$ cat src/rtl/unidade_controlo.sv
// Fetch/decode/execute sequencer for an 8-bit instruction ROM with 5-bit PC,
// one-level call/return, conditional skip, halt and datapath stall.
module unidade_controlo (
    input  logic       clk,
    input  logic       rst,
    input  logic       run,
    input  logic       espera,
    input  logic [7:0] flags,
    input  logic [7:0] dado,
    output logic [4:0] endereco,
    output logic [2:0] reg_sel,
    output logic [1:0] alu_fn,
    output logic       alu_en,
    output logic       ld_en,
    output logic       st_en,
    output logic       parado
);
    localparam int unsigned PC_W = 5;
    localparam int unsigned IR_W = 8;

    localparam logic [2:0] OP_ALU   = 3'b000;
    localparam logic [2:0] OP_SKIP  = 3'b001;
    localparam logic [2:0] OP_LOAD  = 3'b010;
    localparam logic [2:0] OP_STORE = 3'b011;
    localparam logic [2:0] OP_HALT  = 3'b100;
    localparam logic [2:0] OP_JMP   = 3'b101;
    localparam logic [2:0] OP_CALL  = 3'b110;
    localparam logic [2:0] OP_RET   = 3'b111;

    typedef enum logic [1:0] {
        S_FETCH = 2'd0,
        S_EXEC  = 2'd1,
        S_HALT  = 2'd2
    } state_t;

    state_t          r_state, w_state_nxt;
    logic [PC_W-1:0] r_pc, w_pc_nxt;
    logic [PC_W-1:0] r_ret, w_ret_nxt;
    logic [IR_W-1:0] r_ir, w_ir_nxt;
    logic            r_alu_en, r_ld_en, r_st_en, r_parado;
    logic            w_alu_en_nxt, w_ld_en_nxt, w_st_en_nxt, w_parado_nxt;
    logic [2:0]      w_op;
    logic [PC_W-1:0] w_pc_inc;
    logic            w_exec_nxt;

    assign w_op     = r_ir[7:5];
    assign w_pc_inc = r_pc + PC_W'(1);

    // Next-state, PC/ret/ir update and decode of the registered strobes.
    always_comb begin
        w_state_nxt = r_state;
        w_pc_nxt    = r_pc;
        w_ret_nxt   = r_ret;
        w_ir_nxt    = r_ir;
        case (r_state)
            S_FETCH: begin
                if (run) begin
                    w_ir_nxt    = dado;
                    w_state_nxt = S_EXEC;
                end
            end
            S_EXEC: begin
                if (!espera) begin
                    w_state_nxt = S_FETCH;
                    case (w_op)
                        OP_SKIP:  w_pc_nxt = flags[r_ir[4:2]] ? (r_pc + PC_W'(2)) : w_pc_inc;
                        OP_HALT: begin
                            w_pc_nxt    = w_pc_inc;
                            w_state_nxt = S_HALT;
                        end
                        OP_JMP:   w_pc_nxt = r_ir[4:0];
                        OP_CALL: begin
                            w_ret_nxt = w_pc_inc;
                            w_pc_nxt  = r_ir[4:0];
                        end
                        OP_RET:   w_pc_nxt = r_ret;
                        default:  w_pc_nxt = w_pc_inc;
                    endcase
                end
            end
            S_HALT: begin
                if (run) w_state_nxt = S_FETCH;
            end
            default: w_state_nxt = S_FETCH;
        endcase

        w_exec_nxt   = (w_state_nxt == S_EXEC);
        w_alu_en_nxt = w_exec_nxt && (w_ir_nxt[7:5] == OP_ALU);
        w_ld_en_nxt  = w_exec_nxt && (w_ir_nxt[7:5] == OP_LOAD);
        w_st_en_nxt  = w_exec_nxt && (w_ir_nxt[7:5] == OP_STORE);
        w_parado_nxt = (w_state_nxt == S_HALT);
    end

    // Reset abandons any in-flight instruction, including a stalled EXEC.
    always_ff @(posedge clk) begin
        if (rst) begin
            r_state  <= S_FETCH;
            r_pc     <= '0;
            r_ret    <= '0;
            r_ir     <= '0;
            r_alu_en <= 1'b0;
            r_ld_en  <= 1'b0;
            r_st_en  <= 1'b0;
            r_parado <= 1'b0;
        end else begin
            r_state  <= w_state_nxt;
            r_pc     <= w_pc_nxt;
            r_ret    <= w_ret_nxt;
            r_ir     <= w_ir_nxt;
            r_alu_en <= w_alu_en_nxt;
            r_ld_en  <= w_ld_en_nxt;
            r_st_en  <= w_st_en_nxt;
            r_parado <= w_parado_nxt;
        end
    end

    assign endereco = r_pc;
    assign reg_sel  = r_ir[4:2];
    assign alu_fn   = r_ir[1:0];
    assign alu_en   = r_alu_en;
    assign ld_en    = r_ld_en;
    assign st_en    = r_st_en;
    assign parado   = r_parado;

endmodule

$ cat config.mk
export PLATFORM = sky130hd
export DESIGN_NAME = unidade_controlo
export DESIGN_NICKNAME = d
export VERILOG_FILES = /design/src/rtl/unidade_controlo.sv
export SDC_FILE = /design/constraint.sdc
export NUM_CORES = 1
export LEC_CHECK = 0
export CORE_AREA = 2 2 44 66
export CTS_CLUSTER_SIZE = 14
export DETAILED_ROUTE_END_ITERATION = 7
export DIE_AREA = 0 0 46 68
export DONT_BUFFER_PORTS = 1
export HOLD_SLACK_MARGIN = 0.08
export MAX_ROUTING_LAYER = met4
export PLACE_DENSITY = 0.8
export SLEW_MARGIN = 20
export SYNTH_ARGS = -nofsm -noshare
export SYNTH_HDL_FRONTEND = slang
export SYNTH_SLANG_ARGS = --single-unit
$ cat constraint.sdc
create_clock -name clk -period 1.62 [get_ports clk]
set_input_delay 0.081 -clock clk [delete_from_list [all_inputs] [get_ports clk]]
set_output_delay 0.081 -clock clk [all_outputs]
set_load 0.1 [all_outputs]
# Word-level counts from Yosys, hierarchy flattened
# Index checks and enable logic that the tools add are counted.
[classes]
add_sub_neg = 2
magnitude_cmp = 1
n_eq_ne = 11
mux = 11
bitwise_logic = 1
n_reduce_logical = 9
[ops]
columns = ["op", "count"]
rows = [
  ["2-to-1 mux 8 bit", 2],
  ["one-hot mux 5 bit (3 select lines)", 1],
  ["== test 3 bit, second input constant", 4],
  ["2-to-1 mux 2 bit", 4],
  ["== test 3 x 2 -> 1 bit, second input constant", 2],
  ["one-hot mux 2 bit (3 select lines)", 1],
  ["adder 5 x 1 -> 5 bit, second input constant", 1],
  ["adder 5 x 2 -> 5 bit, second input constant", 1],
  ["2-to-1 mux 5 bit", 1],
  ["== test 2 x 1 -> 1 bit, second input constant", 2],
  ["== test 2 bit, second input constant", 2],
  ["less-than comparator 3 x 4 -> 1 bit, second input constant", 1],
  ["AND reduction 2 bit", 2],
  ["binary-select mux 1 bit (select 3 bit)", 1],
  ["== test 3 x 1 -> 1 bit, second input constant", 1],
  ["logical AND 1 bit", 3],
  ["zero test 3 bit", 1],
  ["AND reduction 3 bit", 1],
  ["zero test 2 bit", 1],
  ["OR reduction 2 bit", 1],
  ["2-to-1 mux 1 bit", 1],
  ["NOT 1 bit", 1],
]
[word_totals]
register_bits = 24
word_cells = 44

# Logic depth before layout (Yosys ltp)
# Gate-level depths: netlist (run 1).
[logic_depth]
word_depth = 6
mapped_depth = 6
ltp_nobuf = 6

# Worst setup path before layout (run 1)
# OpenSTA, ideal clock, no wires.
[synth_path]
path_type = "register -> register"
from = "register r_pc[1] (netlist: endereco[1])"
to = "register r_pc[2] (netlist: endereco[2])"
setup_ns = 0.058
arrival_ns = 2.216
t_required_ns = 1.562
slack_ns = -0.654
path_stages_with_launch = 7
period_less_slack_ns = 2.274
path_cell_list = "dfxtp_1 > ha_1 > xor2_1 > a211oi_1 > a2111oi_2 > nor2b_1 > a211o_1"
[synth_between]
elab_chain_cells = 3
elab_cells_between_ends = 4
[synth_rtl]
columns = ["element", "line", "source"]
rows = [
  ["start: declaration", "37", "logic [PC_W-1:0] r_pc, w_pc_nxt;"],
  ["start signal: assignment", "107", "r_pc <= w_pc_nxt;"],
  ["adder 5 x 1 -> 5 bit or adder 5 x 2 -> 5 bit (tied branches)", "47, 66", ""],
  ["2-to-1 mux 5 bit", "66", "OP_SKIP: w_pc_nxt = flags[r_ir[4:2]] ? (r_pc + PC_W'(2)) : w_pc_inc;"],
  ["one-hot mux 5 bit (3 select lines) *", "65", "case (w_op)"],
]
# Mark *: on every way between the ends. The rest lies on a longest branch, timed or not.
# A chain may end at the register's enable or synchronous reset.

# Final worst setup path (run 1)
[layout_path]
from = "register r_state[0]"
to = "register r_alu_en (netlist: alu_en)"
[layout_between]
elab_chain_cells = 4
elab_cells_between_ends = 11
[layout_rtl]
columns = ["element", "line", "source"]
rows = [
  ["start: declaration", "36", "state_t r_state, w_state_nxt;"],
  ["start signal: assignment", "106", "r_state <= w_state_nxt;"],
  ["== test 2 bit, or another cell as far along", "55", "case (r_state)"],
  ["one-hot mux 2 bit (3 select lines) or 2-to-1 mux 8 bit (tied branches)", "55", ""],
  ["== test 2 x 1 -> 1 bit or zero test 3 bit (tied branches)", "87, 88", ""],
  ["logical AND 1 bit *", "88", "w_alu_en_nxt = w_exec_nxt && (w_ir_nxt[7:5] == OP_ALU);"],
  ["end signal: assignment", "110", "r_alu_en <= w_alu_en_nxt;"],
  ["end: declaration", "40", "logic r_alu_en, r_ld_en, r_st_en, r_parado;"],
]
# Marked as above.

==> impl_metrics.yaml, run 1 <==
layout:
  final_common_cell: "buf_4"
  syn_to_final_growth_pct: 25.9
  fin_nets: 201
  fillerInstances: 212
  layout-drive-gt1-share_pct: 32.0
  diodes: 0
  final_cell_mix: "buf_4, dfxtp_1, nand2_1"
cts:
  cts_sinks: 24
  cts_tree: "built"
  cts_buffers: 3
  htreeDepth: 1
  clkTransAtPathRegs_ns: 0.09
  worstSkewPairLatency_ns: 0.27
  clock_path_buffers: 2
  root_buffer: "clkbuf_8"
synthesis:
  yosys.area.top_type: "dfxtp_1"
  ys_top_cells_by_area: "dfxtp_1, a21oi_1, mux2i_1"
  avgSynthCellArea_sq_um: 8.63
  post_synth_num_cell_types: 39
  ys_ff_latch: 24
  syn_inst: 153
  ys_seq_area_share_pct: 36.4
  synthArstFlopShare_pct: 0
  syn_nets: 175
  synth-edff-count: 0
  synth_area_sq_um: 1320
  yosys_warnings: 0
  synthDominantCellAreaShare_pct: 36.4
  ys.flop_type: "dfxtp_1"
power:
  p_per_area_nw_per_um2: 838
  ir_worst_vdd_mv: 0.738
  power.leakage_uw: 0.000682
  finalPower_uw: 1390
route:
  wl_per_cell_um: 16.9
  ant_nets: 0
  dr.pass1.iters: 4
  vias: 1247
  viasPerCell: 6.14
  wl_met2_mm: 1.91
  dr.first_iter.drc_count: 38
  met3_length_um: 99
  drc_errors: 0
  highest_layer: "met4"
  wirelength_mm: 3.43
  wl_met1_mm: 1.30
grt:
  grt_max_degree: 23
  antenna_found_initial: 0
  grt_first_pass_wirelength_mm: 5.13
  grt_pass1_vias: 1198
  gr-total-overflow: 0
  grt.total_usage_pct: 23.1
critical_path:
  end_kind: "flip-flop"
  worst-endpoint-arrival_ns: 1.86
  cp-start-kind: "flip-flop"
  critPathKind: "reg2reg"
  cp_max_fo: 5
  worstPathRequired_ns: 1.83
  r2r_setup_slack_ns: -0.03
sta:
  finalClockSkew_ns: 0.00553
  drv_slew: 0
  hold_slack_ns: -0.138
  finalHoldViolations: 19
  finalSetupTns_ns: -0.0303
  fin_ws_ns: -0.0272
  finalCritPeriodShare_pct: 102
  slew_headroom_pct: 74.3
  clock.fmax_mhz: 607
  rsz0062_at_grt: "true"
  setup_viol: 2
  worst_slew_pin_slew_ns: 0.383
  min_period_ns: 1.65
floorplanning:
  die_width_um: 46
  initial_core_util_pct: 51.0
  die_area_sq_um: 3130
  fp.dieH_um: 68
  rows: 23
  io-pin-count: 34
  core_area_sq_um: 2590
placement:
  port_buffers: 0
  gp_congestion: 0.941
  hpwl_mm: 2.46
job:
  cap_violations: 0
outcome:
  violations: "hold timing, setup timing"
  status: "finished, violations left"
hold_path:
  hold_path.class: "in2reg"
==> where the power goes <==
part	switching, uW	internal (uW)	total (uW)
combinational	246	139	385
sequential	27.0	613	640
clock	197	170	367
==> worst max-delay path: stages (launching register included) <==
cell	delay (ns)
dfxtp_1	0.33
buf_4	0.15
mux2i_1	0.12
nor3_1	0.22
dlygate4sd3_1	0.63
o21a_1	0.14
==> routing by layer <==
| metal | track usage, % | up-vias |
|---|---|---|
| met5 | - | - |
| met1 | 23.6 | 614 |
| li1 | - | 594 |
| met4 | 13.2 | 0 |
| met2 | 40.5 | 27 |
| met3 | 3.17 | 12 |
==> synthesized netlist by cell type (3+ instances only) <==
library cell / count
mux2i_1: 7
clkbuf_1: 5
dfxtp_1: 24
nand3_1: 5
buf_4: 5
a211oi_1: 5
a21oi_1: 16
buf_2: 3
nor2b_1: 5
nor2_1: 13
o21ai_0: 3
nand2_1: 16
nor3b_1: 4
xor2_1: 4
inv_1: 3
a311oi_1: 3
a22o_1: 5
==> flip-flops by register name, summed over array words and instances, names as in the netlist <==
register  count
r_ir          8
endereco      5
st_en         1
alu_en        1
ld_en         1
parado        1
r_state       2
r_ret         5
==> cell type report <==
class,instances,area [sq um],area share [%]
multi-input combinational,112,805,48.4
sequential,24,493,29.7
timing repair buffer,35,277,16.6
clock buffer,3,41.3,2.48
tap,25,31.3,1.88
inverter,3,11.3,0.678
clock inverter,1,3.75,0.226
==> stage by stage <==
stage | utilization (%) | area [sq um] | worst slack (ns) | instances
after floorplan | - | 1330 | -0.105 | 153
after global placement | 58.4 | 1510 | -0.00949 | 195
after detailed placement | 58.4 | 1510 | -0.111 | 195
after CTS | 61.9 | 1600 | -0.00219 | 200
after global routing | 64.2 | 1660 | -0.110 | 203
final | 64.2 | 1660 | -0.0272 | 203
==> worst paths after layout <==
path              endpoint  cells after the start       start
setup / recovery    alu_en                      5  r_state[0]
setup reg to reg    alu_en                      5  r_state[0]
hold reg to reg   r_ret[2]                      2    r_ret[2]
hold / removal     r_ir[2]                      1         rst
==> cell families (layout without fill, tap and decap cells) <==
| family | after synthesis | after routing | synth area share (%) |
|---|---|---|---|
| multiplexers | 9 | 9 | 7.58 |
| AO/OA/AOI/OAI | 40 | 40 | 21.1 |
| XOR/XNOR | 6 | 6 | 3.98 |
| adder cells (fa/ha/maj) | 2 | 2 | 1.90 |
| AND/OR/NAND/NOR | 55 | 55 | 21.9 |
| flip-flops | 24 | 24 | 36.4 |
| buffers and inverters | 17 | 42 | 7.11 |
==> what timing repair did <==
| action | CTS | global route |
|---|---|---|
| endpoints found under the hold margin | 23 | 21 |
| pin swaps | 4 | 6 |
| setup buffers | 0 | 0 |
| hold buffers | 1 | 3 |
| endpoints found under the setup margin | 5 | 7 |
| resized for setup | 8 | 6 |
(Power assumes the default switching activity.)
==> run 2, diff against run 1 <==
--- a/config.mk
+++ b/config.mk
@@ -13,6 +13,7 @@
 export HOLD_SLACK_MARGIN = 0.08
 export MAX_ROUTING_LAYER = met4
 export PLACE_DENSITY = 0.8
+export REMOVE_ABC_BUFFERS = 1
 export SLEW_MARGIN = 20
 export SYNTH_ARGS = -nofsm -noshare
 export SYNTH_HDL_FRONTEND = slang
==> run 2 against run 1 <==
  * Clock skew fell by 0.0025 ns
  * Highest routed layer unchanged
  * The flow finishes with violations (setup timing)
  * Combinational power rose by 7.5%
  * Largest cell class unchanged
  * Sequential power barely moved
==> impl_metrics.yaml, run 2 (synthesis gave the netlist of run 1 again) <==
outcome:
  status: "finished, violations left"
  violations: "setup timing"
sta:
  worst_slew_pin_slew_ns: 0.734
  rsz0062_at_grt: "true"
  setup_viol: 2
  finalClockSkew_ns: 0.00301
  finalHoldViolations: 0
  finalSetupTns_ns: -0.0345
  drv_slew: 0
  hold_slack_ns: 0.0959
  fin_ws_ns: -0.0206
  clock.fmax_mhz: 610
  min_period_ns: 1.64
  finalCritPeriodShare_pct: 101
  slew_headroom_pct: 50.9
placement:
  hpwl_mm: 2.45
  port_buffers: 0
  gp_congestion: 0.854
layout:
  final_common_cell: "buf_4"
  layout-drive-gt1-share_pct: 28.4
  fin_nets: 213
  fillerInstances: 194
  diodes: 0
  syn_to_final_growth_pct: 32.4
  largest_register_ffs: 8
  top_register: "r_ir"
  postLayoutCoreUtil_pct: 67.5
  final_cell_mix: "buf_4, dfxtp_1, nand2_1"
cts:
  cts_buffers: 3
  root_buffer: "clkbuf_8"
  cts_sinks: 24
  clock_path_buffers: 2
  htreeDepth: 1
  worstSkewPairLatency_ns: 0.27
  cts_tree: "built"
  clkTransAtPathRegs_ns: 0.09
route:
  ant_nets: 0
  viasPerCell: 5.81
  vias: 1249
  drc_errors: 0
  dr.pass1.iters: 4
  dr.first_iter.drc_count: 31
  wirelength_mm: 3.49
  wl_per_cell_um: 16.2
hold_path:
  hold_path.class: "in2reg"
critical_path:
  worst-endpoint-arrival_ns: 1.81
  critPathKind: "reg2reg"
  cp_max_fo: 4
  worstPathRequired_ns: 1.79
  end_kind: "flip-flop"
  cp-start-kind: "flip-flop"
grt:
  met3_usage_pct: 2.64
  top_usage_layer: "met2"
  grt_util_met1_pct: 24.8
  grt.total_usage_pct: 24.3
  gr-total-overflow: 0
  grt_first_pass_wirelength_mm: 5.38
  grt_max_degree: 21
  grt_pass1_vias: 1240
  grtUsageMet2_pct: 44.8
  antenna_found_initial: 0
floorplanning:
  die_area_sq_um: 3130
  io-pin-count: 34
  fp.dieH_um: 68
  initial_core_util_pct: 51.0
  die_width_um: 46
  core_area_sq_um: 2590
  rows: 23
job:
  cap_violations: 0
power:
  p_per_area_nw_per_um2: 838
  ir_worst_vdd_mv: 0.654
  power.leakage_uw: 0.000746
-- run 2: cell count changes in the layout (fill, tap and decap cells not counted), sizes merged --
cell and delta:
clkinv -1, dlygate4sd3 +7, buf +5, clkbuf +1
-- run 2: critical path, cell delays in order, from the launching register on --
cell      delay (ns)
dfxtp_2         0.35
buf_6           0.13
mux2i_2         0.14
a22oi_2         0.17
buf_4           0.15
nand3_1         0.11
or2_0           0.22
a311oi_1        0.27
-- run 2: cell type report --
type,instances,area [sq um],share of cell area [%]
Multi-Input combinational cell,112,779,44.6
Sequential cell,24,483,27.6
Timing Repair Buffer,47,388,22.2
Clock buffer,4,55.1,3.15
Tap cell,25,31.3,1.79
Inverter,3,11.3,0.644
-- run 2: path summary, 6_finish.rpt --
path            start  depth (start not counted)           to  slack, ns
max           r_ir[2]                          7  endereco[1]      -0.02
min               rst                          2  endereco[2]        0.1
max reg2reg   r_ir[2]                          7  endereco[1]      -0.02
min reg2reg  r_ret[2]                          2     r_ret[2]       0.47
-- run 2: per-stage QoR --
stage | worst slack [ns] | std cells | power [uW] | instance area (sq um)
2_1_floorplan | -0.847 | 139 | 901 | 1240
3_3_place_gp | -0.0161 | 199 | 1000 | 1530
3_5_place_dp | -0.147 | 199 | 1010 | 1530
4_1_cts | -0.0171 | 214 | 1450 | 1720
5_1_grt | -0.102 | 215 | 1510 | 1750
6_report | -0.0206 | 215 | 1470 | 1750
-- run 2: repair_timing --
| item | in CTS | in global routing |
|---|---|---|
| pin swaps | 2 | 8 |
| endpoints found under the hold margin | 23 | 0 |
| resized for setup | 6 | 5 |
| setup buffers | 0 | 1 |
| hold buffers | 11 | 0 |
| endpoints found under the setup margin | 7 | 10 |
-- run 2: layer usage --
layer	up-vias	routed length, um	share of wire (%)
li1	617	-	-
met1	593	1340	38
met2	33	1980	57
met3	6	118	3.4
met4	0	46	1.3
met5	-	0	0
-- run 2: report_power, final --
group / switching [uW] / internal (uW) / total [uW]
Combinational: 256 / 158 / 414
Clock: 196 / 217 / 413
Sequential: 24.4 / 614 / 638
==> run 3, diff against run 2 <==
--- a/config.mk
+++ b/config.mk
@@ -12,7 +12,7 @@
 export DONT_BUFFER_PORTS = 1
 export HOLD_SLACK_MARGIN = 0.08
 export MAX_ROUTING_LAYER = met4
-export PLACE_DENSITY = 0.8
+export PLACE_DENSITY = 0.78
 export REMOVE_ABC_BUFFERS = 1
 export SLEW_MARGIN = 20
 export SYNTH_ARGS = -nofsm -noshare
==> constraint.sdc (replaced) <==
create_clock -name clk -period 2 [get_ports clk]
set_input_delay 0.1 -clock clk [delete_from_list [all_inputs] [get_ports clk]]
set_output_delay 0.1 -clock clk [all_outputs]
set_load 0.1 [all_outputs]
==> run 3 against run 2 <==
  * The run now ends clean
  * Sequential share of layout area rose by 3.5 points
  * Setup slack gained 0.19 ns
  * Final cell count is 9.3% lower
  * Die area unchanged
  * Critical endpoint unchanged
==> impl_metrics.yaml, run 3 (synthesis gave the netlist of run 1 again) <==
sta:
  min_period_ns: 1.83
  drv_slew: 0
  setup_viol: 0
  rsz0062_at_grt: "false"
  slew_headroom_pct: 50.6
  worst_slew_pin_slew_ns: 0.738
  finalCritPeriodShare_pct: 91.7
  fin_ws_ns: 0.165
  finalHoldViolations: 0
  finalClockSkew_ns: 0.00141
  clock.fmax_mhz: 545
route:
  drc_errors: 0
  wl_per_cell_um: 15.7
  vias: 1149
  dr.first_iter.drc_count: 18
  wirelength_mm: 3.06
  dr.pass1.iters: 4
  viasPerCell: 5.89
  ant_nets: 0
hold_path:
  worstHoldPathCells: 2
  hp-start: "run"
  whs_endpoint: "r_state[0]"
  hold_path.class: "in2reg"
floorplanning:
  die_area_sq_um: 3130
  fp.dieH_um: 68
  core_area_sq_um: 2590
  rows: 23
  initial_core_util_pct: 51.0
  io-pin-count: 34
  die_width_um: 46
critical_path:
  critPathKind: "reg2reg"
  max_stage_delay_ns: 0.58
  cp-start-kind: "flip-flop"
  worst-endpoint-arrival_ns: 2.01
  end_kind: "flip-flop"
  crit_chain: "nor3b_1 > nand3_1 > or2_0 > a311oi_1"
  worstPathRequired_ns: 2.17
  timing.rr.end: "endereco[1]"
  crit_path_top_delay_cell: "nor3b_1"
  r2r_setup_slack_ns: 0.17
  cp_max_fo: 8
  r2r_cells: 4
  worst-path-buf-inv: 0
  r2r-start: "r_ir[5]"
  critPathTopFamily: "simple AND/OR/NAND/NOR gates"
grt:
  grt.total_usage_pct: 22.4
  antenna_found_initial: 0
  grt_pass1_vias: 1133
  gr-total-overflow: 0
  grt_max_degree: 21
  grt_first_pass_wirelength_mm: 4.98
placement:
  gp_congestion: 0.840
  place_area_sq_um: 1410
  pre_cts_slack_ns: 0.202
  port_buffers: 0
  hpwl_mm: 2.31
cts:
  cts_buffers: 3
  postCtsHoldBufs: 9
  cts_tree: "built"
  worstSkewPairLatency_ns: 0.26
  clkTransAtPathRegs_ns: 0.08
  cts_sinks: 24
  ctsResizeCount: 0
  htreeDepth: 1
  root_buffer: "clkbuf_8"
  clock_path_buffers: 2
  cts_setup_buffers: 0
layout:
  diodes: 0
  stdcell_area_sq_um: 1540
  layout-drive-gt1-share_pct: 17.1
  top_register: "r_ir"
  fin_nets: 194
  seqCellArea_sq_um: 480
  final_common_cell: "dfxtp_1"
  largest_register_ffs: 8
  fillerInstances: 227
  postLayoutCoreUtil_pct: 59.6
  final_cell_mix: "dfxtp_1, buf_4, a21oi_1, nand2_1, nor2_1"
  multi_input_area_sq_um: 746
  syn_to_final_growth_pct: 16.9
power:
  p_per_area_nw_per_um2: 699
  power.leakage_uw: 0.000635
  finalPower_uw: 1080
  ir_worst_vdd_mv: 0.588
job:
  cap_violations: 0
outcome:
  status: "finished, final reports clean"
[run 3: power breakdown]
part	leakage, uW	total (uW)	switching, uW	internal [uW]
clock	0.0000216	280	145	135
sequential	0.000196	521	24.3	497
combinational	0.000418	278	186	92.0
total	0.000635	1080	355	723
[run 3: area by class of cell]
type / count / area share [%]
flip-flops and latches: 24 / 31.1
clock buffers: 3 / 2.68
inverters: 3 / 0.730
well taps: 25 / 2.03
multi-input cells: 112 / 48.3
repair buffers: 28 / 15.1
[run 3: metal layers]
metal / track usage [%] / up-vias / wire, um / part of all wire [%]
met5: - / - / 0 / 0
met3: 3.17 / 4 / 137 / 4.5
met2: 41.0 / 31 / 1690 / 55
met1: 23.5 / 536 / 1190 / 39
met4: 7.50 / 0 / 32 / 1.0
li1: - / 578 / - / -
[run 3: worst max path at each step]
stage               slack, ns          end    start  cells past startpoint
floorplan               -0.47  endereco[2]  r_ir[2]                      5
global placement         0.28  endereco[1]  r_ir[5]                      4
detailed placement       0.20  endereco[1]  r_ir[5]                      4
CTS                      0.18  endereco[1]  r_ir[5]                      4
global route             0.06  endereco[1]  r_ir[5]                      4
finish                   0.17  endereco[1]  r_ir[5]                      4
[run 3: stage by stage]
step	std cells	hold WS, ns	TNS (ns)
after floorplan	139	0.169	-1.24
after global placement	183	0.172	0
after detailed placement	183	0.174	0
after CTS	195	0.0883	0
after global routing	195	0.0915	0
final	195	0.0816	0
